File: src/rtl/axi_txn_limiter.sv
// axi_txn_limiter
// Placed in front of the ID remapper. It limits how many write and read
// transactions can be in flight at once, so the remapper table never
// overflows. AW/AR are gated by two saturating up/down counters. All other
// channels pass straight through with no added logic.

module axi_txn_limiter #(
    parameter int unsigned AXI_ADDR_WIDTH = 32,
    parameter int unsigned AXI_DATA_WIDTH = 32,
    parameter int unsigned AXI_ID_WIDTH   = 8,
    parameter int unsigned AXI_USER_WIDTH = 8,
    parameter int unsigned MAX_WR_TXNS    = 4,
    parameter int unsigned MAX_RD_TXNS    = 4,
    localparam int unsigned WR_CNT_W      = $clog2(MAX_WR_TXNS + 1),
    localparam int unsigned RD_CNT_W      = $clog2(MAX_RD_TXNS + 1),
    localparam int unsigned STRB_W        = AXI_DATA_WIDTH / 8
) (
    input  logic                      clk_i,
    input  logic                      rst_ni,

    // Upstream AW
    input  logic [AXI_ID_WIDTH-1:0]   in_aw_id,
    input  logic [AXI_ADDR_WIDTH-1:0] in_aw_addr,
    input  logic [7:0]                in_aw_len,
    input  logic [2:0]                in_aw_size,
    input  logic [1:0]                in_aw_burst,
    input  logic                      in_aw_lock,
    input  logic [3:0]                in_aw_cache,
    input  logic [2:0]                in_aw_prot,
    input  logic [3:0]                in_aw_qos,
    input  logic [3:0]                in_aw_region,
    input  logic [5:0]                in_aw_atop,
    input  logic [AXI_USER_WIDTH-1:0] in_aw_user,
    input  logic                      in_aw_valid,
    output logic                      in_aw_ready,

    // Upstream W
    input  logic [AXI_DATA_WIDTH-1:0] in_w_data,
    input  logic [STRB_W-1:0]         in_w_strb,
    input  logic                      in_w_last,
    input  logic [AXI_USER_WIDTH-1:0] in_w_user,
    input  logic                      in_w_valid,
    output logic                      in_w_ready,

    // Upstream B
    output logic [AXI_ID_WIDTH-1:0]   in_b_id,
    output logic [1:0]                in_b_resp,
    output logic [AXI_USER_WIDTH-1:0] in_b_user,
    output logic                      in_b_valid,
    input  logic                      in_b_ready,

    // Upstream AR
    input  logic [AXI_ID_WIDTH-1:0]   in_ar_id,
    input  logic [AXI_ADDR_WIDTH-1:0] in_ar_addr,
    input  logic [7:0]                in_ar_len,
    input  logic [2:0]                in_ar_size,
    input  logic [1:0]                in_ar_burst,
    input  logic                      in_ar_lock,
    input  logic [3:0]                in_ar_cache,
    input  logic [2:0]                in_ar_prot,
    input  logic [3:0]                in_ar_qos,
    input  logic [3:0]                in_ar_region,
    input  logic [AXI_USER_WIDTH-1:0] in_ar_user,
    input  logic                      in_ar_valid,
    output logic                      in_ar_ready,

    // Upstream R
    output logic [AXI_ID_WIDTH-1:0]   in_r_id,
    output logic [AXI_DATA_WIDTH-1:0] in_r_data,
    output logic [1:0]                in_r_resp,
    output logic                      in_r_last,
    output logic [AXI_USER_WIDTH-1:0] in_r_user,
    output logic                      in_r_valid,
    input  logic                      in_r_ready,

    // Downstream AW
    output logic [AXI_ID_WIDTH-1:0]   out_aw_id,
    output logic [AXI_ADDR_WIDTH-1:0] out_aw_addr,
    output logic [7:0]                out_aw_len,
    output logic [2:0]                out_aw_size,
    output logic [1:0]                out_aw_burst,
    output logic                      out_aw_lock,
    output logic [3:0]                out_aw_cache,
    output logic [2:0]                out_aw_prot,
    output logic [3:0]                out_aw_qos,
    output logic [3:0]                out_aw_region,
    output logic [5:0]                out_aw_atop,
    output logic [AXI_USER_WIDTH-1:0] out_aw_user,
    output logic                      out_aw_valid,
    input  logic                      out_aw_ready,

    // Downstream W
    output logic [AXI_DATA_WIDTH-1:0] out_w_data,
    output logic [STRB_W-1:0]         out_w_strb,
    output logic                      out_w_last,
    output logic [AXI_USER_WIDTH-1:0] out_w_user,
    output logic                      out_w_valid,
    input  logic                      out_w_ready,

    // Downstream B
    input  logic [AXI_ID_WIDTH-1:0]   out_b_id,
    input  logic [1:0]                out_b_resp,
    input  logic [AXI_USER_WIDTH-1:0] out_b_user,
    input  logic                      out_b_valid,
    output logic                      out_b_ready,

    // Downstream AR
    output logic [AXI_ID_WIDTH-1:0]   out_ar_id,
    output logic [AXI_ADDR_WIDTH-1:0] out_ar_addr,
    output logic [7:0]                out_ar_len,
    output logic [2:0]                out_ar_size,
    output logic [1:0]                out_ar_burst,
    output logic                      out_ar_lock,
    output logic [3:0]                out_ar_cache,
    output logic [2:0]                out_ar_prot,
    output logic [3:0]                out_ar_qos,
    output logic [3:0]                out_ar_region,
    output logic [AXI_USER_WIDTH-1:0] out_ar_user,
    output logic                      out_ar_valid,
    input  logic                      out_ar_ready,

    // Downstream R
    input  logic [AXI_ID_WIDTH-1:0]   out_r_id,
    input  logic [AXI_DATA_WIDTH-1:0] out_r_data,
    input  logic [1:0]                out_r_resp,
    input  logic                      out_r_last,
    input  logic [AXI_USER_WIDTH-1:0] out_r_user,
    input  logic                      out_r_valid,
    output logic                      out_r_ready,

    // Status
    output logic [WR_CNT_W-1:0]       wr_cnt_o,
    output logic [RD_CNT_W-1:0]       rd_cnt_o,
    output logic                      wr_full_o,
    output logic                      rd_full_o,
    output logic                      err_o
);

    localparam logic [WR_CNT_W-1:0] WR_MAX = WR_CNT_W'(MAX_WR_TXNS);
    localparam logic [RD_CNT_W-1:0] RD_MAX = RD_CNT_W'(MAX_RD_TXNS);

    logic [WR_CNT_W-1:0] r_wrCnt;
    logic [RD_CNT_W-1:0] r_rdCnt;
    logic                r_err;

    logic [WR_CNT_W-1:0] w_wrCnt;
    logic [RD_CNT_W-1:0] w_rdCnt;
    logic                w_wrOpen;
    logic                w_rdOpen;
    logic                w_awValid;
    logic                w_arValid;
    logic                w_wrInc;
    logic                w_wrDec;
    logic                w_rdInc;
    logic                w_rdDec;
    logic                w_wrUnderflow;
    logic                w_rdUnderflow;

    // The counters only settle at the first clock edge in reset. Forcing
    // them to zero while rst_ni is low means the gates and the status
    // outputs show the reset state straight away.
    assign w_wrCnt = rst_ni ? r_wrCnt : '0;
    assign w_rdCnt = rst_ni ? r_rdCnt : '0;

    // The gates use only registered state. A gate can only close on one of
    // our own handshakes, so a pending valid is never withdrawn.
    assign w_wrOpen = (w_wrCnt < WR_MAX);
    assign w_rdOpen = (w_rdCnt < RD_MAX);

    // AW channel: gated handshake, payload unchanged
    assign w_awValid     = in_aw_valid & w_wrOpen;
    assign out_aw_valid  = w_awValid;
    assign in_aw_ready   = out_aw_ready & w_wrOpen;
    assign out_aw_id     = in_aw_id;
    assign out_aw_addr   = in_aw_addr;
    assign out_aw_len    = in_aw_len;
    assign out_aw_size   = in_aw_size;
    assign out_aw_burst  = in_aw_burst;
    assign out_aw_lock   = in_aw_lock;
    assign out_aw_cache  = in_aw_cache;
    assign out_aw_prot   = in_aw_prot;
    assign out_aw_qos    = in_aw_qos;
    assign out_aw_region = in_aw_region;
    assign out_aw_atop   = in_aw_atop;
    assign out_aw_user   = in_aw_user;

    // W channel: pure pass-through. W may arrive before its AW.
    assign out_w_data  = in_w_data;
    assign out_w_strb  = in_w_strb;
    assign out_w_last  = in_w_last;
    assign out_w_user  = in_w_user;
    assign out_w_valid = in_w_valid;
    assign in_w_ready  = out_w_ready;

    // B channel: pure pass-through
    assign in_b_id     = out_b_id;
    assign in_b_resp   = out_b_resp;
    assign in_b_user   = out_b_user;
    assign in_b_valid  = out_b_valid;
    assign out_b_ready = in_b_ready;

    // AR channel: gated handshake, payload unchanged
    assign w_arValid     = in_ar_valid & w_rdOpen;
    assign out_ar_valid  = w_arValid;
    assign in_ar_ready   = out_ar_ready & w_rdOpen;
    assign out_ar_id     = in_ar_id;
    assign out_ar_addr   = in_ar_addr;
    assign out_ar_len    = in_ar_len;
    assign out_ar_size   = in_ar_size;
    assign out_ar_burst  = in_ar_burst;
    assign out_ar_lock   = in_ar_lock;
    assign out_ar_cache  = in_ar_cache;
    assign out_ar_prot   = in_ar_prot;
    assign out_ar_qos    = in_ar_qos;
    assign out_ar_region = in_ar_region;
    assign out_ar_user   = in_ar_user;

    // R channel: pure pass-through
    assign in_r_id     = out_r_id;
    assign in_r_data   = out_r_data;
    assign in_r_resp   = out_r_resp;
    assign in_r_last   = out_r_last;
    assign in_r_user   = out_r_user;
    assign in_r_valid  = out_r_valid;
    assign out_r_ready = in_r_ready;

    // A transaction starts on an AW/AR handshake. It ends on a B handshake
    // or on the R handshake that carries r_last.
    assign w_wrInc = w_awValid & out_aw_ready;
    assign w_wrDec = out_b_valid & in_b_ready;
    assign w_rdInc = w_arValid & out_ar_ready;
    assign w_rdDec = out_r_valid & in_r_ready & out_r_last;

    // A response with nothing outstanding is a protocol error. This holds
    // even if a new request is accepted in the same cycle.
    assign w_wrUnderflow = w_wrDec & (r_wrCnt == '0);
    assign w_rdUnderflow = w_rdDec & (r_rdCnt == '0);

    // Outstanding write counter: +1 on AW, -1 on B, saturates at zero
    always_ff @(posedge clk_i) begin
        if (!rst_ni) begin
            r_wrCnt <= '0;
        end else if (w_wrInc && !w_wrDec) begin
            r_wrCnt <= r_wrCnt + WR_CNT_W'(1);
        end else if (w_wrDec && !w_wrInc && (r_wrCnt != '0)) begin
            r_wrCnt <= r_wrCnt - WR_CNT_W'(1);
        end
    end

    // Outstanding read counter: +1 on AR, -1 on the last R beat, saturates at zero
    always_ff @(posedge clk_i) begin
        if (!rst_ni) begin
            r_rdCnt <= '0;
        end else if (w_rdInc && !w_rdDec) begin
            r_rdCnt <= r_rdCnt + RD_CNT_W'(1);
        end else if (w_rdDec && !w_rdInc && (r_rdCnt != '0)) begin
            r_rdCnt <= r_rdCnt - RD_CNT_W'(1);
        end
    end

    // Sticky error flag; only reset clears it
    always_ff @(posedge clk_i) begin
        if (!rst_ni) begin
            r_err <= 1'b0;
        end else if (w_wrUnderflow || w_rdUnderflow) begin
            r_err <= 1'b1;
        end
    end

    assign wr_cnt_o  = w_wrCnt;
    assign rd_cnt_o  = w_rdCnt;
    assign wr_full_o = (w_wrCnt == WR_MAX);
    assign rd_full_o = (w_rdCnt == RD_MAX);
    assign err_o     = rst_ni & r_err;

endmodule

File: config.mk
export PLATFORM = sky130hd
export DESIGN_NAME = axi_txn_limiter
export DESIGN_NICKNAME = d
export VERILOG_FILES = /design/src/rtl/axi_txn_limiter.sv
export SDC_FILE = /design/constraint.sdc
export NUM_CORES = 1
export LEC_CHECK = 0
export CAP_MARGIN = 20
export CORE_AREA = 2 2 226 228
export DETAILED_ROUTE_END_ITERATION = 12
export DIE_AREA = 0 0 228 230
export SLEW_MARGIN = 20
export SYNTH_ARGS = -nofsm -noshare
export SYNTH_HDL_FRONTEND = slang
export SYNTH_SLANG_ARGS = --single-unit
File: constraint.sdc
create_clock -name clk_i -period 1.85 [get_ports clk_i]
set_input_delay 0.37 -clock clk_i [delete_from_list [all_inputs] [get_ports clk_i]]
set_output_delay 0.37 -clock clk_i [all_outputs]
set_load 0.02 [all_outputs]
==> metrics.md <==
| Metric | Value |
|---|---|
| Relative slew slack | `78.4%` |
| Worst skew pair latency | `about 0.23 ns` |
| Initial antenna violation count | `0` |
| VDD IR-drop max | `~0.25 mV` |
| Status | `finished, final reports clean` |
| Initial Utilization | `5.17%` |
| Hold Path Depth | `2` |
| Hold Vio Cnt, Final | `0` |
| Port Buf Inserts | `28` |
| Seq/Total Area, Yosys | `approximately 5.4%` |
| Routed wire per std cell | `15.0 µm` |
| Max Cap Violations | `0` |
| Power Density | `448 mW/mm²` |
| Post-route cell area | `~0.0018 mm²` |
| RSZ-0062 raised after global routing | `no` |
| Row count | `a little over 80` |
| Max Fclk | `~0.6 GHz` |
| GR Util All Layers | `approximately 4.0%` |
| Setup CP Type | `in2reg` |
| Die area | `0.0524 mm²` |
| Synth Instances | `332` |
| DRC | `0` |
| Worst setup margin | `0.140 ns` |
| Worst EP required | `between 2 and 2.5 ns` |
| R2R Path End | `r_wrCnt[0]$_SDFFE_PN0P_` |
| Max-slew violations | `0` |
| Die Ht | `230 µm` |
| Worst setup EP type | `flip-flop` |
| DP HPWL | `just over 10 mm` |
| Crit Path Max Fanout | `3` |
| Worst min path class | `reg2reg` |
| Measured slew at the worst slew-check pin | `about 0.32 ns` |
| R2r worst-path depth | `4` |
| Min Hold Slack | `around 0.53 ns` |
| Cts hold-fix bufs | `0` |
| Hold EP | `r_err$_SDFFE_PN0P_` |
| First-pass GRT wire length | `13.1 mm` |
| Reg2reg start | `r_wrCnt[0]$_SDFFE_PN0P_` |
| Fin crit share | `92.5%` |
| Inst Count DP | `between 700 and 800` |
| Placer congestion estimate | `between 0.6 and 0.7` |
| Antenna Nets Post-Route | `0` |
| Static leakage | `approximately 0.46 nW` |
| Detailed Route WL | `11.5 mm` |
| Worst-path clk slew | `around 0.04 ns` |
| Share of layout cells above drive strength 1 | `between 30% and 40%` |
| H-tree depth | `1` |
| Hold Crit Start | `r_err$_SDFFE_PN0P_` |
| Max Root-Sink Buffers | `2` |
| Min cycle time layout | `~1.7 ns` |
| Vias in the first global route | `between 1000 and 1500` |
| Grt ovf | `0` |
| Skew final | `about 0.0017 ns` |
| Final setup viols | `0` |
| Detailed Route Iter0 Violations | `26` |
| Startpoint types | `primary input` |
| Yosys warns | `0` |
| Synthesized Nets | `620` |
| FF-to-FF setup slack | `~0.4 ns` |
| Layout Cells excl Fill | `between 700 and 800` |
| Post-synthesis sequential element count | `7` |
| Unique cell type count in the Yosys netlist | `21` |
| Largest net degree at the start of global routing | `9` |
| Clock sink count | `7` |
| Placed cell area | `approximately 0.0017 mm²` |
| Synth Cell Area | `approximately 0.0026 mm²` |
| Final nets | `approximately 380` |
| Area grow syn2layout | `-31.4%` |
| I/O pins | `579` |
| Crit path DAT | `1.87 ns` |
| Core area | `0.0499 mm²` |
| Die width | `approximately 230 µm` |
| TritonRoute pass-1 iters | `4` |
| Antenna Cells | `0` |
| DR vias | `roughly 1000` |
| Total CTS buffers | `3` |
| Vias per cell | `about 1.4` |
| Post-Syn Area per Cell | `7.76 µm²` |
| Placement Setup Slack | `-0.419 ns` |
| CTS tree | `done` |
| Clk root buf | `clkbuf_16` |
## per-stage QoR
step                setup TNS [ns]  power [mW]  util [%]
global route                     0       0.849      3.55
global placement             -5.70       0.423      3.33
CTS                         -0.143       0.820      3.53
detailed placement           -5.89       0.424      3.33
floorplan                        0        1.18         -
finish                           0       0.793      3.55
## repair_timing
action                     4_1_cts  5_1_grt
pin swaps                        2        0
gates resized for setup         49        6
buffers inserted                 1        0
setup endpoints to repair       19       16
## metal layers
| layer | routed length, µm | GRT usage, % | vias to the layer above |
|---|---|---|---|
| li1 | - | - | 271 |
| met1 | 1950 | 1.95 | 359 |
| met2 | 5080 | 6.10 | 287 |
| met3 | 3250 | 5.06 | 122 |
| met4 | 1170 | 4.06 | 0 |
| met5 | 0 | 0 | - |
## kinds of logic (layout without fill, tap and decap cells)
| logic type | after synthesis | in the layout | synth area share (%) |
|---|---|---|---|
| AOI/OAI and AO/OA | 6 | 6 | 1.99 |
| muxes | 6 | 6 | 2.43 |
| DFF | 7 | 7 | 5.44 |
| and+or+nand+nor | 28 | 28 | 6.36 |
| buffers and inverters | 283 | 45 | 82.2 |
| adders and majority gates | 2 | 2 | 1.55 |
## where the power goes
part | total, mW | switching, mW | internal, mW
sequential | 0.195 | 0.0241 | 0.171
combinational | 0.219 | 0.104 | 0.115
clock | 0.379 | 0.0912 | 0.288
total | 0.793 | 0.219 | 0.574
## placed cells by master, fill, tap and decap left out, types with 3 or more instances in the layout
| cell | n |
|---|---|
| dlygate4sd2_1 | 4 |
| and2_1 | 7 |
| clkdlybuf4s50_1 | 8 |
| buf_2 | 3 |
| nand2_1 | 3 |
| clkbuf_16 | 3 |
| dfxtp_1 | 7 |
| mux2i_1 | 4 |
| nor3_1 | 4 |
| nand2b_1 | 3 |
| buf_4 | 9 |
| clkdlybuf4s15_2 | 8 |
| dlymetal6s2s_1 | 3 |
## worst max-delay path, cell delays in order
cell and delay (ns):
clkdlybuf4s50_1 0.43, nand3_1 0.14, nand4_1 0.17, fa_2 0.37, mux2i_1 0.18, mux2i_1 0.21
## flip-flops by register name, indices dropped and copies added (netlist names)
| signal | flops |
|---|---|
| r_rdCnt | 3 |
| r_wrCnt | 3 |
| r_err | 1 |
## cell usage after synthesis, drive strengths merged
cell	count	share of area, %
a21boi	1	0.29
a311o	2	0.78
a31o	2	0.68
a31oi	1	0.24
and2	9	2.3
and3	2	0.49
buf	280	82
dfxtp	7	5.4
dlygate4sd1	1	0.34
fa	2	1.6
inv	2	0.29
mux2	2	0.87
mux2i	4	1.6
nand2	5	0.92
nand2b	3	0.73
nand3	1	0.19
nand4	2	0.49
nor2b	2	0.49
nor3	4	0.78
## cell type report
| type | count | area (µm²) |
|---|---|---|
| fillers | 6026 | 48100 |
| well taps | 672 | 841 |
| repair buffers | 39 | 368 |
| multi-input cells | 42 | 333 |
| flip-flops and latches | 7 | 140 |
| clock buffers | 4 | 78.8 |
| inverters | 2 | 7.51 |
## worst max path at each step
stage | from | endpoint | cells after the start
final | in_r_ready | r_rdCnt[2]$_SDFFE_PN0P_ | 6
after global routing | in_r_ready | r_rdCnt[2]$_SDFFE_PN0P_ | 6
after CTS | rst_ni | out_aw_valid | 5
after detailed placement | rst_ni | rd_full_o | 5
after global placement | rst_ni | wr_full_o | 5
after floorplan | rst_ni | r_wrCnt[2]$_SDFFE_PN0P_ | 5
Note: power is estimated with default switching activity, not from simulation.
